[config.mk]
export PLATFORM = sky130hd
export DESIGN_NAME = seq_divider
export DESIGN_NICKNAME = d
export VERILOG_FILES = /design/src/rtl/seq_divider.sv
export SDC_FILE = /design/constraint.sdc
export NUM_CORES = 1
export LEC_CHECK = 0
export ABC_AREA = 0
export BUFFER_PORTS_ARGS = -buffer_cell sky130_fd_sc_hd__buf_4
export CAP_MARGIN = 10
export CORE_MARGIN = 8
export CORE_UTILIZATION = 55
export CTS_BUF_LIST = sky130_fd_sc_hd__clkbuf_8 sky130_fd_sc_hd__clkbuf_16
export DETAILED_ROUTE_END_ITERATION = 10
export PLACE_DENSITY = 0.78
export SLEW_MARGIN = 10
export SYNTH_ARGS = -nofsm -noshare
export SYNTH_HDL_FRONTEND = slang
export SYNTH_SLANG_ARGS = --single-unit
[constraint.sdc]
create_clock -name clk -period 4.2 [get_ports clk]
set_input_delay 0.63 -clock clk [delete_from_list [all_inputs] [get_ports clk]]
set_output_delay 0.63 -clock clk [all_outputs]
set_load 0.01 [all_outputs]
[src/rtl/seq_divider.sv]
// Iterative unsigned restoring divider: one quotient bit per clock under a start/done handshake.
// The dividend register doubles as the quotient shift register while CALC runs.
module seq_divider #(
  parameter int DIVISOR_W  = 8,
  parameter int DIVIDEND_W = 16
) (
  input  logic                  clk,
  input  logic                  rst,
  input  logic                  start,
  input  logic [DIVIDEND_W-1:0] dividend,
  input  logic [DIVISOR_W-1:0]  divisor,
  output logic                  ready,
  output logic                  busy,
  output logic                  done,
  output logic [DIVIDEND_W-1:0] quotient,
  output logic [DIVISOR_W-1:0]  remainder,
  output logic                  div_by_zero
);

  localparam int CNT_W = $clog2(DIVIDEND_W + 1);

  typedef enum logic [1:0] {IDLE, CALC, DONE} state_t;

  state_t                  state;
  logic [DIVIDEND_W-1:0]   dvd_work;
  logic [DIVISOR_W-1:0]    dvs_work;
  logic [DIVISOR_W-1:0]    rem_work;
  logic [CNT_W-1:0]        cnt;

  logic [DIVISOR_W:0]      shifted;
  logic                    fits;
  logic [DIVISOR_W-1:0]    diff;
  logic [DIVISOR_W-1:0]    rem_next;
  logic [DIVIDEND_W-1:0]   q_next;
  logic                    last;

  // The stored remainder is always below the divisor, so the shifted partial
  // remainder needs one extra bit and the difference always fits in DIVISOR_W.
  always_comb begin
    shifted  = {rem_work, dvd_work[DIVIDEND_W-1]};
    fits     = (shifted >= {1'b0, dvs_work});
    diff     = shifted[DIVISOR_W-1:0] - dvs_work;
    rem_next = fits ? diff : shifted[DIVISOR_W-1:0];
    q_next   = {dvd_work[DIVIDEND_W-2:0], fits};
    last     = (cnt == CNT_W'(DIVIDEND_W - 1));
  end

  always_ff @(posedge clk or posedge rst) begin
    if (rst) begin
      state       <= IDLE;
      ready       <= 1'b1;
      busy        <= 1'b0;
      done        <= 1'b0;
      quotient    <= '0;
      remainder   <= '0;
      div_by_zero <= 1'b0;
      dvd_work    <= '0;
      dvs_work    <= '0;
      rem_work    <= '0;
      cnt         <= '0;
    end else begin
      case (state)
        IDLE, DONE: begin
          done <= 1'b0;
          if (start) begin
            dvd_work    <= dividend;
            dvs_work    <= divisor;
            rem_work    <= '0;
            cnt         <= '0;
            div_by_zero <= 1'b0;
            state       <= CALC;
            ready       <= 1'b0;
            busy        <= 1'b1;
          end else begin
            state <= IDLE;
            ready <= 1'b1;
            busy  <= 1'b0;
          end
        end
        CALC: begin
          // A zero divisor resolves in a single cycle so done lands one edge after acceptance.
          if (dvs_work == '0) begin
            quotient    <= '1;
            remainder   <= dvd_work[DIVISOR_W-1:0];
            div_by_zero <= 1'b1;
            state       <= DONE;
            done        <= 1'b1;
            ready       <= 1'b1;
            busy        <= 1'b0;
          end else begin
            rem_work <= rem_next;
            dvd_work <= q_next;
            cnt      <= cnt + CNT_W'(1);
            if (last) begin
              quotient  <= q_next;
              remainder <= rem_next;
              state     <= DONE;
              done      <= 1'b1;
              ready     <= 1'b1;
              busy      <= 1'b0;
            end
          end
        end
        default: begin
          state <= IDLE;
          ready <= 1'b1;
          busy  <= 1'b0;
          done  <= 1'b0;
        end
      endcase
    end
  end

endmodule

==> flow_metrics.tcl <==
set metrics [dict create \
    status "finished, final reports clean" \
    crit_path_max_fanout 18 \
    cts_sinks 65 \
    clockPowerShare_pct 12.8 \
    endpoint_kind "register" \
    max_freq_mhz 418.5 \
    gp_congestion 0.8600 \
    wl_met2_um 3606 \
    yosysTopAreaCellShare_pct 48.80 \
    finalSetupTns_ps 0 \
    clk_pin_slew_ps 70 \
    overflow 0 \
    area_delta_synth_final_pct 16.77 \
    setup_viol 0 \
    post-route-util_pct 65.50 \
    io_buffers 54 \
    crit_path_end "remainder[5]$_DFFE_PP0P_" \
    path_class "register to register" \
    ys_seq_elements 65 \
    post-cts-setup-buffer-count 0 \
    n_antenna_cell 0 \
    critPathLaunch "dvs_work[4]$_DFFE_PP0P_" \
    routed_wl_um 7906 \
    clkLatencyLatePin_ps 340 \
    synth_common_cells "64 x dfrtp_1, 50 x nand2_1, 15 x o22a_1, 14 x nor2_1, 13 x a21oi_1" \
    switching_share_pct 44.23 \
    hold_viol 0 \
    row_count 28 \
    tightest_slew_ps 982.0 \
    cts_buffers 9 \
    grt_pass1_wl_um 13460 \
    synth_seq_area_share_pct 49.60 \
    hold_buffers 0 \
    power.internal_uw 1963 \
    avgSynthCellArea_um2 10.04 \
    core_area_mm2 0.005851 \
    fin_nets 412 \
    synth_cells 327 \
    yosysMostFrequentCell "dfrtp_1" \
    cts-root-buf "clkbuf_8" \
    antenna_left 0 \
    crit_arrival_ps 2640 \
    critPathRequiredTime_ps 4450 \
    leakage_uw 0.001718 \
    track_usage_pct 19.20 \
    power_density_mw_per_mm2 918.6 \
    reg2reg_from "dvs_work[4]$_DFFE_PP0P_" \
    dieArea_mm2 0.008695 \
    ys.flop_type "dfrtp_1" \
    firstDrtPassIters 5 \
    vias_per_cell 6.073 \
    start_kind "register" \
    hold_path.class "input port to register" \
    dp_hpwl_um 5606 \
    synth_nets 365 \
    maxCapViolCount 0 \
    post_drt_wl_per_cell_um 17.41 \
    relSlewSlack_pct 34.44 \
    worst_r2r_path_depth 7 \
    drc 0 \
    period_share_pct 56.89 \
    power.switching_uw 1557 \
    ir_drop_mv 0.5326 \
    pwr-share-seq_pct 34.1 \
    cts_tree "yes" \
    cts.htree.levels 3 \
    top_layer_used "met4" \
    synth_warnings 0 \
    slew_violations 0 \
    synth_edf_count 0 \
    cts.path.max_buffers 2 \
    met1_length_um 3738 \
    first_global_vias 2762 \
    die_h_um 93.25 \
    fp.dieW_um 93.25 \
    drt-initial-drc-count 201 \
    ios 55 \
    post_synth_num_cell_types 62 \
    power_frac_comb_pct 53.1 \
    yosysTopAreaCell "dfrtp_1" \
    drive_above_1_share_pct 22.96 \
    antenna_found_initial 0 \
    cts.repair.resized 0 \
    synthArstFlopShare_pct 100.0 \
    start_util_pct 56.09 \
    r2r_end "remainder[5]$_DFFE_PP0P_" \
    finalCriticalPeriod_ps 2389 \
    fin_worst_skew_ps 11.30 \
    r2r_setup_slack_ps 1810 \
    rsz0062_at_grt "false" \
    dr_wl_met3_um 457 \
    synthTopCellsByArea "dfrtp_1 49%, nand2_1 5.7%, o22a_1 4.0%" \
    vias 2757 \
    synth_area_mm2 0.003282 \
    grt_max_degree 49 \
]
==> flip-flops by register name, summed over array words and instances (netlist names), 2 cells and up <==
signal	count
cnt	5
dvd_work	16
dvs_work	8
quotient	16
rem_work	8
remainder	8
state	2
==> cells by family after synthesis <==
logic type               Yosys count  share of synthesized area, %
XOR/XNOR                           3                        0.8008
buffers and inverters             32                         5.375
AND/OR/NAND/NOR                  115                         17.19
AO/OA/AOI/OAI                    101                         22.61
flip-flops                        65                         49.60
adder cells (fa/ha/maj)           11                         4.422
==> area by class of cell <==
type | instances | area (um^2)
multi-input combinational | 230 | 1480
fill | 487 | 2018
timing repair buffer | 56 | 420.4
sequential | 65 | 1628
tap | 75 | 93.84
clock inverter | 7 | 41.29
inverter | 12 | 45.04
clock buffer | 9 | 123.9
==> critical path: stages, from the launching register on <==
cell and delay [ps]:
dfrtp_1 350, inv_1 60, ha_1 360, a21o_1 210, a31o_2 240, o221ai_2 650, a221oi_1 220, nor3_1 210
==> per-stage QoR <==
stage / std cells / total power [uW] / hold WS [ps] / cell area, um^2 / setup slack, ps
2_1_floorplan: 327 / 2551 / 462.4 / 3282 / 1945
3_3_place_gp: 438 / 3019 / 465.0 / 3667 / 1932
3_5_place_dp: 438 / 3061 / 479.5 / 3667 / 1867
4_1_cts: 454 / 3520 / 472.9 / 3832 / 1850
5_1_grt: 454 / 3826 / 487.8 / 3832 / 1616
6_report: 454 / 3520 / 487.9 / 3832 / 1811
==> worst min-delay path by stage <==
stage | start | endpoint | slack (ps) | cells after the start
CTS | divisor[0] | dvs_work[0]$_DFFE_PP0P_ | 470 | 3
finish | divisor[0] | dvs_work[0]$_DFFE_PP0P_ | 490 | 3
floorplan | cnt[1]$_DFFE_PP0P_ | cnt[1]$_DFFE_PP0P_ | 460 | 2
detailed placement | quotient[7]$_DFFE_PP0P_ | quotient[7]$_DFFE_PP0P_ | 480 | 1
global route | divisor[0] | dvs_work[0]$_DFFE_PP0P_ | 490 | 3
global placement | div_by_zero$_DFFE_PP0P_ | div_by_zero$_DFFE_PP0P_ | 460 | 2
==> power by group through the flow <==
stage               logic (uW)  clock network [uW]  registers (uW)
finish                    1870                 451            1200
global route              2100                 484            1240
CTS                       1870                 456            1200
detailed placement        1850                   0            1210
global placement          1820                   0            1200
floorplan                 1350                   0            1200
==> layer usage <==
metal,track usage [%],up-vias
met2,28.03,92
li1,-,1301
met4,7.651,0
met5,0,-
met1,27.24,1356
met3,3.766,8
==> cell usage in the layout (no fill, tap or decap), drive strengths merged, types with 5 or more instances in the layout <==
master  instances
buf            56
a211oi          5
o22a           15
nor2           16
nand4           5
dfrtp          64
a21oi          13
nor3           11
nor4            6
o21ai          14
a31oi          12
o22ai           8
clkbuf          9
nand2          52
nand3          11
ha             10
inv            15
a22oi           8
Power figures use the tool's default switching activity.
